===== config.mk =====
export PLATFORM = sky130hd
export DESIGN_NAME = dma_desc_sched
export DESIGN_NICKNAME = d
export VERILOG_FILES = /design/src/rtl/dma_desc_sched_pkg.sv /design/src/rtl/dma_desc_sched_rr_arbiter.sv /design/src/rtl/dma_desc_sched.sv
export SDC_FILE = /design/constraint.sdc
export NUM_CORES = 1
export LEC_CHECK = 0
export BUFFER_PORTS_ARGS = -buffer_cell sky130_fd_sc_hd__clkbuf_2
export CAP_MARGIN = 15
export CORE_AREA = 2 2 211 213
export CTS_CLUSTER_DIAMETER = 30
export CTS_CLUSTER_SIZE = 25
export DETAILED_ROUTE_END_ITERATION = 6
export DIE_AREA = 0 0 213 215
export SETUP_SLACK_MARGIN = 0.5
export SYNTH_ARGS = -nofsm -noshare
export SYNTH_HDL_FRONTEND = slang
export SYNTH_SLANG_ARGS = --single-unit
export TNS_END_PERCENT = 50

===== constraint.sdc =====
create_clock -name clk -period 4.2 [get_ports clk]
set_input_delay 0.21 -clock clk [delete_from_list [all_inputs] [get_ports clk]]
set_output_delay 0.21 -clock clk [all_outputs]
set_load 0.05 [all_outputs]

===== src/rtl/dma_desc_sched_pkg.sv =====
// dma_sched_pkg: shared constants and helpers for the DMA descriptor scheduler
package dma_sched_pkg;
  function automatic int id_width(input int n);
    return (n <= 2) ? 1 : $clog2(n);
  endfunction
  localparam int REQ_PREFETCH = 0;
  localparam int REQ_HOST = 1;
  localparam int REQ_EVICT = 2;
  localparam int FLAG_RD = 0;
  localparam int FLAG_COMP = 1;
  localparam int FLAG_PREFETCH = 2;
endpackage


===== src/rtl/dma_desc_sched_rr_arbiter.sv =====
// rr_arbiter: round-robin pick over a request vector; search starts at the stored pointer
module rr_arbiter import dma_sched_pkg::*; #(
  parameter int N = 3
) (
  input  logic                     clk,
  input  logic                     rst_n,
  input  logic [N-1:0]             i_req,
  input  logic                     i_en,
  output logic                     o_any,
  output logic [id_width(N)-1:0]   o_idx
);
  localparam int IW = id_width(N);
  logic [IW-1:0] r_ptr, w_j;
  // first requester at or after the pointer, wrapping around
  always_comb begin
    o_idx = '0;
    o_any = 1'b0;
    w_j = '0;
    for (int k = N - 1; k >= 0; k--) begin
      w_j = IW'((int'(r_ptr) + k) % N);
      if (i_req[w_j]) begin
        o_idx = w_j;
        o_any = 1'b1;
      end
    end
  end
  // pointer moves just past the winner only when this class is granted
  always_ff @(posedge clk) begin
    if (!rst_n) r_ptr <= '0;
    else if (i_en && o_any) r_ptr <= (o_idx == IW'(N - 1)) ? '0 : o_idx + IW'(1);
  end
endmodule


===== src/rtl/dma_desc_sched.sv =====
// dma_desc_sched: arbitrates requesters into one descriptor slot and routes completions back
module dma_desc_sched import dma_sched_pkg::*; #(
  parameter int NUM_REQ = 3,
  parameter int DESC_WIDTH = 128,
  parameter int MAX_OUTSTANDING = 16,
  parameter int STARVE_LIMIT = 4
) (
  input  logic                              clk,
  input  logic                              rst_n,
  input  logic                              cfg_enable,
  input  logic [NUM_REQ-1:0]                cfg_prio_mask,
  input  logic [NUM_REQ-1:0]                req_valid,
  output logic [NUM_REQ-1:0]                req_ready,
  input  logic [NUM_REQ*DESC_WIDTH-1:0]     req_desc,
  output logic                              desc_valid,
  input  logic                              desc_ready,
  output logic [DESC_WIDTH-1:0]             desc_data,
  input  logic                              done_valid,
  output logic                              cpl_valid,
  output logic [id_width(NUM_REQ)-1:0]      cpl_id,
  output logic [$clog2(MAX_OUTSTANDING):0]  outstanding,
  output logic                              idle,
  output logic                              err_underflow
);
  localparam int IW = id_width(NUM_REQ);
  localparam int OW = $clog2(MAX_OUTSTANDING) + 1;
  localparam int PW = $clog2(MAX_OUTSTANDING);
  localparam int SW = $clog2(STARVE_LIMIT + 1);
  logic [OW-1:0] r_out;
  logic r_dv, r_cpl_valid, r_err;
  logic [DESC_WIDTH-1:0] r_data;
  logic [IW-1:0] r_slot_id, r_cpl_id;
  logic [SW-1:0] r_starve;
  logic [IW-1:0] r_fifo [MAX_OUTSTANDING];
  logic [PW-1:0] r_wp, r_rp;
  logic [NUM_REQ-1:0] w_hi, w_lo;
  logic w_pick_lo, w_grant, w_issue, w_pop, w_hi_any, w_lo_any;
  logic [IW-1:0] w_hi_idx, w_lo_idx, w_gidx;
  logic [DESC_WIDTH-1:0] w_desc;
  assign w_hi = req_valid & cfg_prio_mask;
  assign w_lo = req_valid & ~cfg_prio_mask;
  assign w_pick_lo = w_lo_any && (r_starve == SW'(STARVE_LIMIT) || !w_hi_any);
  assign w_gidx = w_pick_lo ? w_lo_idx : w_hi_idx;
  // the descriptor waiting in the slot counts against the limit so it can never overflow
  assign w_grant = rst_n && cfg_enable && (!r_dv || desc_ready) &&
                   ((r_out + OW'(r_dv)) < OW'(MAX_OUTSTANDING)) && (|req_valid);
  assign req_ready = w_grant ? (NUM_REQ'(1) << w_gidx) : '0;
  assign w_issue = r_dv && desc_ready;
  assign w_pop = done_valid && (r_out != '0);
  assign desc_valid = r_dv;
  assign desc_data = r_data;
  assign cpl_valid = r_cpl_valid;
  assign cpl_id = r_cpl_id;
  assign outstanding = r_out;
  assign idle = (r_out == '0) && !r_dv;
  assign err_underflow = r_err;
  rr_arbiter #(.N(NUM_REQ)) u_hi (
    .clk(clk), .rst_n(rst_n), .i_req(w_hi), .i_en(w_grant && !w_pick_lo),
    .o_any(w_hi_any), .o_idx(w_hi_idx)
  );
  rr_arbiter #(.N(NUM_REQ)) u_lo (
    .clk(clk), .rst_n(rst_n), .i_req(w_lo), .i_en(w_grant && w_pick_lo),
    .o_any(w_lo_any), .o_idx(w_lo_idx)
  );
  // select the granted requester's descriptor slice
  always_comb begin
    w_desc = '0;
    for (int i = 0; i < NUM_REQ; i++) if (w_gidx == IW'(i)) w_desc = req_desc[i*DESC_WIDTH +: DESC_WIDTH];
  end
  // output slot: load on grant, hold until the engine accepts
  always_ff @(posedge clk) begin
    if (!rst_n) begin
      r_dv <= 1'b0;
      r_data <= '0;
      r_slot_id <= '0;
    end else if (w_grant) begin
      r_dv <= 1'b1;
      r_data <= w_desc;
      r_slot_id <= w_gidx;
    end else if (desc_ready) r_dv <= 1'b0;
  end
  // count high-class wins while low class waits; any low grant or empty low class clears it
  always_ff @(posedge clk) begin
    if (!rst_n || !w_lo_any || (w_grant && w_pick_lo)) r_starve <= '0;
    else if (w_grant && r_starve != SW'(STARVE_LIMIT)) r_starve <= r_starve + SW'(1);
  end
  // in-order ID FIFO storage
  always_ff @(posedge clk) begin
    if (w_issue) r_fifo[r_wp] <= r_slot_id;
  end
  // FIFO pointers, outstanding count, completion routing and sticky underflow flag
  always_ff @(posedge clk) begin
    if (!rst_n) begin
      r_wp <= '0;
      r_rp <= '0;
      r_out <= '0;
      r_cpl_valid <= 1'b0;
      r_cpl_id <= '0;
      r_err <= 1'b0;
    end else begin
      if (w_issue) r_wp <= r_wp + PW'(1);
      if (w_pop) begin
        r_rp <= r_rp + PW'(1);
        r_cpl_id <= r_fifo[r_rp];
      end
      r_cpl_valid <= w_pop;
      r_out <= r_out + OW'(w_issue) - OW'(w_pop);
      r_err <= r_err | (done_valid && r_out == '0);
    end
  end
endmodule


-- After elaboration in Yosys (flattened, before gate mapping)
Memory sizes are Yosys's and may differ from the RTL's. A register that Yosys moved wholly into a read port is not among the register bits.
Index checks and enable logic that the tools add are counted.
- bits in registers: 153
- RAM bits: 32
- input port bits: 395
- output and inout port bits: 142
- logic and storage cells: 112
- memories kept: 1
- add/sub/neg operators: 12
- div/mod/pow operators: 6
- magnitude comparators: 7
- eq/ne operators: 6
- shift-type cells: 1
- muxes and demuxes: 35
- bitwise operators: 4
- reductions and logical operators: 29
- memory list (memory ; words ; bits a word ; read ports ; clocked after memory_dff ; write ports ; line ; source):
    r_fifo ; 16 ; 2 ; 1 ; 1 ; 1 ; dma_desc_sched.sv:34 ; logic [IW-1:0] r_fifo [MAX_OUTSTANDING];
- operators with widths (cell ; count):
    $mux 128 ; 3
    $mod 32x3->32 const B ; 4
    $mod 3x3->32 const B ; 2
    $lt 2x3->1 const B ; 6
    $mux 2 ; 9
    $mux 1 ; 16
    $logic_and 1x1->1 ; 14
    $bmux 1 s2 ; 6
    $add 5x1->5 ; 2
    $add 4x1->4 const B ; 2
    $add 2x1->3 const B ; 2
    $add 2x2->3 const B ; 2
    $and 3x3->3 ; 2
    $eq 2x2->1 const B ; 3
    $logic_not 1->1 ; 6
    $logic_not 5->1 ; 1
    $lt 5x5->1 const B ; 1
    $reduce_bool 5->1 ; 1
    $sub 5x1->5 ; 1
    $add 2x1->2 const B ; 2
    $logic_or 1x1->1 ; 4
    $add 3x1->3 const B ; 1
    $eq 3x3->1 const B ; 1
    $mux 3 ; 1
    other kinds (8) ; 8

-- Logic depth before layout (Yosys ltp)
- depth in word-level cells: 15
- depth in mapped cells: 15
- depth with buffers taken out: 15

-- By module
A second synthesis with hierarchy kept.
- cell total of the unflattened synthesis: 1265
- area, all modules: 10364.9 µm²
- modules (own cells, without submodules) (module ; instances ; cells an instance ; area an instance (µm²) ; seq. area each (µm²)):
    dma_desc_sched ; 1 ; 1185 ; 9719.3 ; 3983.8
    rr_arbiter ; 2 ; 40 ; 322.8 ; 40.0

-- Worst setup path before layout
Ideal clock, no wire load.
- path type: register -> register
- start point: reg r_out[3] (netlist: outstanding[3])
- end point: reg r_out[4] (netlist: outstanding[4])
- setup time: 70 ps
- arrival time: 3101 ps
- required time: 4130 ps
- slack: 1029 ps
- cell stages (with the launch flop): 16
- path buffers: 0
- clock period less this slack: 3171 ps
- cells stage by stage: dfxtp_1 -> inv_1 -> ha_1 -> or4b_2 -> nand2_1 -> clkinv_1 -> ha_1 -> inv_1 -> ha_1 -> inv_1 -> fa_1 -> inv_1 -> a21oi_1 -> nor2_1 -> or3_1 -> a21oi_1
- word-level cells in the longest chain between the ends: 3
- elaborated cells between the ends (all ways): 4
- classes of those cells: add/sub (2); reduce/logical (2)
- RTL lines (element ; line ; source):
    start: declaration ; dma_desc_sched.sv:29 ; logic [OW-1:0] r_out;
    start signal: assignment ; dma_desc_sched.sv:107 ; r_out <= r_out + OW'(w_issue) - OW'(w_pop);
    $reduce_bool 5->1 ; dma_desc_sched.sv:49 ; assign w_pop = done_valid && (r_out != '0);
    $logic_and 1x1->1 ; dma_desc_sched.sv:49 ;
    named net w_pop ; dma_desc_sched.sv:37 ; logic w_pick_lo, w_grant, w_issue, w_pop, w_hi_any, w_lo_any;
    $sub 5x1->5 ; dma_desc_sched.sv:107 ;
The timed path passes the listed nets, and every way through them passes these cells.
A chain may end at the register's enable or synchronous reset.

-- Worst setup path in the final report
- start point: reg u_hi.r_ptr[0]
- end point: reg r_data[116] (netlist: desc_data[116])
- word-level cells in the longest chain between the ends: 15
- elaborated cells between the ends (all ways): 27
- classes of those cells: add/sub (2); div (3); eq/ne (2); mux (16); reduce/logical (4)
- RTL lines (element ; line ; source):
    start: declaration ; dma_desc_sched_rr_arbiter.sv:13 ; logic [IW-1:0] r_ptr, w_j;
    start signal: assignment ; dma_desc_sched_rr_arbiter.sv:30 ; else if (i_en && o_any) r_ptr <= (o_idx == IW'(N - 1)) ? '0 : o_idx + IW'(1);
    $add 2x2->3 ; dma_desc_sched_rr_arbiter.sv:20 ; w_j = IW'((int'(r_ptr) + k) % N);
    $mod 32x3->32 ; dma_desc_sched_rr_arbiter.sv:20 ;
    $bmux 1 s2 ; dma_desc_sched_rr_arbiter.sv:21 ; if (i_req[w_j]) begin
    $mux 1 (implied by the code) ; dma_desc_sched_rr_arbiter.sv:21 ;
    $mux 1 (3 in a row) ; dma_desc_sched_rr_arbiter.sv:21 ;
    $logic_not 1->1 ; dma_desc_sched.sv:42 ; assign w_pick_lo = w_lo_any && (r_starve == SW'(STARVE_LIMIT) || !w_hi_any);
    $logic_or 1x1->1 ; dma_desc_sched.sv:42 ;
    $logic_and 1x1->1 ; dma_desc_sched.sv:42 ;
    $mux 2 * ; dma_desc_sched.sv:43 ; assign w_gidx = w_pick_lo ? w_lo_idx : w_hi_idx;
    $logic_not 2->1 ; dma_desc_sched.sv:68 ; for (int i = 0; i < NUM_REQ; i++) if (w_gidx == IW'(i)) w_desc = req_desc[i*DESC_WIDTH +: DESC_WIDTH];
    $mux 128 (2 in a row) ; dma_desc_sched.sv:68 ;
    $mux 128 * ; dma_desc_sched.sv:68 ;
    end signal: assignment ; dma_desc_sched.sv:78 ; r_data <= w_desc;
    end: declaration ; dma_desc_sched.sv:31 ; logic [DESC_WIDTH-1:0] r_data;
Mark *: on every way between the ends. The rest lies on a longest branch, timed or not. The select of a mux whose other input is x is not followed.

==> results by group <==
Route
  • Avg Vias per Cell: 4.902
  • Per-cell routed wire length: 19.74 um
  • ANT nets after route: 0
  • Detailed Routing Iterations Pass 1: 5
  • WL final: 43.00 mm
  • DRC violations left: 0
  • Initial DRC count: 739
  • Via count: 10.68k

Setup path
  • Critical path origin: u_hi.r_ptr[0]
  • Required time of the critical path: 4580 ps
  • Crit. End Element: register
  • Crit path arrival time: 3970 ps
  • Setup crit start kind: register
  • Crit Path Class: register to register
  • Critical path fanouts, max: 54
  • Critical R2R Launch: u_hi.r_ptr[0]

STA
  • Setup violators final: 0
  • Setup TNS: 0 ps
  • Pins Over Slew Limit: 0
  • Final hold vios: 0
  • Final Cycle Share: 85.37%
  • Hold slack final: 22.34 ps
  • Clock skew: 10.54 ps
  • Fmax: 0.2789 GHz
  • Final Critical Period: 3586 ps
  • Slew headroom: 41.71%
  • Worst Tran Pin Value: 874.4 ps
  • Unrepaired setup endpoints after global routing: no

Synthesis
  • Area share of the largest cell type after synthesis: 35.46%
  • Avg Inst Size Synth: 10.65 um2
  • Ys async rst share: 0%
  • Yosys Warn Count: 0
  • Mapped cell area: 0.008751 mm2
  • Post-synth EDFFs: 32
  • Largest cells by area after synthesis: dfxtp_1, edfxtp_1, a221o_1, a32o_1, mux2i_1
  • Synth Register Bits: 187
  • Register area share after synthesis: 46.44%
  • Syn Inst Count: 822
  • Synth Net Count: 1,238
  • Netlist cell types: 62
  • Synth area leader: dfxtp_1
  • Synth Flop Type: dfxtp_1

Place
  • Hpwl dp: 28.60 mm
  • PortBufs: 536
  • Placer Congestion: 0.8608

Die
  • Row count: 77
  • Die width: 213 um
  • Starting Density: 20.05%
  • Num ports: 537
  • Die area: 0.04580 mm2
  • Core area: 0.04364 mm2
  • Die Height: 215 um

Worst hold path
  • Hold Startpoint: req_desc[75]
  • Hold crit path type: input pin to register

Clock network
  • Clock transition at path regs: 80 ps
  • Num CTS Buffers: 17
  • Root buffer cell: clkbuf_16
  • Later-pin clock latency in the skew report: 490 ps
  • Total clock sinks: 187
  • CTS tree: yes
  • H-tree Lvls: 4
  • Maximum clock insertion buffer count: 2

Pwr
  • Pwr/cell area: 456.2 mW/mm2
  • Pint: 4.103 mW
  • Combinational share of power: 40.9%
  • Clock Power Share: 25.7%
  • Part of the power in registers: 33.4%
  • Cell leakage power: 6.777 nW
  • Switching power: 2.886 mW
  • Maximum VDD drop: 0.2321 mV
  • Sw frac: 41.30%

Global routing
  • Overall routing resource usage: 18.28%
  • Number of global-route vias before repair: 10.98k
  • First-pass GRT wire length: 62.55 mm
  • Grt total ovfl: 0
  • Initial antenna violation count: 11
  • Largest net degree at the start of global routing: 87

Flow run
  • Total of max-cap violations: 0

Status
  • Status: completed

Layout
  • Share of cells above drive strength 1: 38.60%
  • Filler instances: 4,381
  • Layout Area Growth over Synthesis: 75.06%
  • Finished Core Util: 35.10%
  • Fin nets: 1,986
[final cells by class]
cell class	count	area, um2	share of cell area, %
timing repair buffer	808	5488	35.82
multi-input combinational	534	4300	28.07
sequential	187	4064	26.53
tap	592	740.7	4.835
clock buffer	17	425.4	2.777
clock inverter	15	206.4	1.348
inverter	22	85.08	0.5554
antenna	4	10.01	0.06534
[sequential cells by signal, summed over array words and instances, names as in the netlist]
| name | flops |
|---|---|
| err_underflow | 1 |
| desc_data | 128 |
| desc_valid | 1 |
| u_hi.r_ptr | 2 |
| outstanding | 5 |
| r_wp | 4 |
| r_fifo | 32 |
| u_lo.r_ptr | 2 |
| r_slot_id | 2 |
| r_starve | 3 |
| cpl_id | 2 |
| r_rp | 4 |
| cpl_valid | 1 |
[path summary, 6_finish.rpt]
kind / endpoint / slack (ps) / depth (start not counted)
setup reg to reg: desc_data[116] / 610 / 12
hold reg to reg: cpl_id[1] / 490 / 2
hold / removal: desc_data[75] / 20 / 2
setup / recovery: desc_data[116] / 610 / 12
[layer usage]
metal  routed length (um)  global-route usage [%]
met5                   29                       0
met4                 2077                   10.21
met3                 3287                   5.465
met2                21410                   31.66
met1                16200                   19.74
[cell usage after synthesis, types with 2 or more instances]
| library cell | count |
|---|---|
| xnor2_1 | 4 |
| and3_1 | 2 |
| ha_1 | 20 |
| o22ai_1 | 4 |
| nand4_1 | 4 |
| nand2b_1 | 5 |
| o41ai_1 | 2 |
| and4b_1 | 3 |
| a32oi_1 | 33 |
| nor2_1 | 32 |
| mux4_2 | 10 |
| dfxtp_1 | 155 |
| o211ai_1 | 3 |
| buf_4 | 5 |
| a221o_1 | 95 |
| clkbuf_1 | 51 |
| a21oi_1 | 19 |
| a32o_1 | 72 |
| buf_2 | 21 |
| edfxtp_1 | 32 |
| nand2_1 | 72 |
| and2_1 | 4 |
| nor3_1 | 6 |
| o21ai_0 | 62 |
| o311a_1 | 2 |
| mux2i_1 | 35 |
| a21o_1 | 2 |
| inv_1 | 20 |
| xor2_1 | 7 |
| nand3_1 | 2 |
| nor3b_1 | 2 |
| nand3b_1 | 3 |
| nor2b_1 | 4 |
[cell families after synthesis]
family          count (synthesis)  synth area share (%)
compound gates                305                 29.33
flops                         187                 46.44
simple gates                  150                 8.279
buf+inv                       101                 4.933
mux                            47                 6.835
fa+ha+maj                      21                 3.088
xor+xnor                       11                 1.101
[cells in the final DEF (no fill, tap or decap), types with 3 or more instances in the layout]
cell           netlist  final
clkbuf_16            0     18
o211ai_1             3      3
xnor2_1              4      4
mux4_2              10     10
a221o_1             95     95
a32oi_1             33     33
ha_1                20     19
nor2b_1              4      4
nor3_1               6      6
edfxtp_1            32     32
buf_12               0      3
dfxtp_1            155    155
bufinv_16            0      3
nand2b_1             5      5
and4b_1              3      3
clkbuf_2             0    535
inv_1               20     20
nand3b_1             3      3
inv_8                0      5
and2_1               4      4
xor2_1               7      7
dlygate4sd3_1        0    255
o22ai_1              4      4
nand4_1              4      4
a21oi_1             19     19
nor2_1              32     31
o21ai_0             62     62
a32o_1              72     72
diode_2              0      4
buf_6                1      4
nand2_1             72     72
mux2i_1             35     34
buf_4                5      6
[power by group through the flow]
| stage | Combinational, mW | Sequential, mW | Clock, mW |
|---|---|---|---|
| 4_1_cts | 2.82 | 2.33 | 1.84 |
| 3_5_place_dp | 2.52 | 2.36 | 0 |
| 3_3_place_gp | 2.51 | 2.35 | 0 |
| 6_report | 2.86 | 2.33 | 1.80 |
| 5_1_grt | 3.02 | 2.37 | 1.92 |
| 2_1_floorplan | 0.883 | 3.22 | 0 |
[stage by stage]
step           std cells  power [mW]  area [um2]  worst slack [ps]
6_report            2179       6.989       15320             614.4
3_3_place_gp        1883       4.858       11990             904.6
2_1_floorplan        822       4.103        8751              1029
4_1_cts             2172       6.998       15220             517.8
5_1_grt             2178       7.310       15320             459.5
3_5_place_dp        1883       4.887       11990             845.3
[what timing repair did]
action / CTS / global route
cloned: 1 / 1
resized for setup: 2 / 11
endpoints found under the hold margin: 129 / 0
hold buffers: 255 / 0
setup buffers: 1 / 1
setup endpoints to repair: 1 / 58
pin swaps: 0 / 1
[worst max-delay path, cell delays in order (launching register included)]
cell	delay (ps)
dfxtp_1	390
inv_1	70
ha_2	330
nor4bb_1	450
nor4_2	90
o22ai_1	250
a21oi_2	70
buf_4	170
mux2i_4	210
buf_12	190
a32o_1	340
a221o_1	270
dlygate4sd3_1	560
Note: power is estimated with default switching activity, not from simulation.
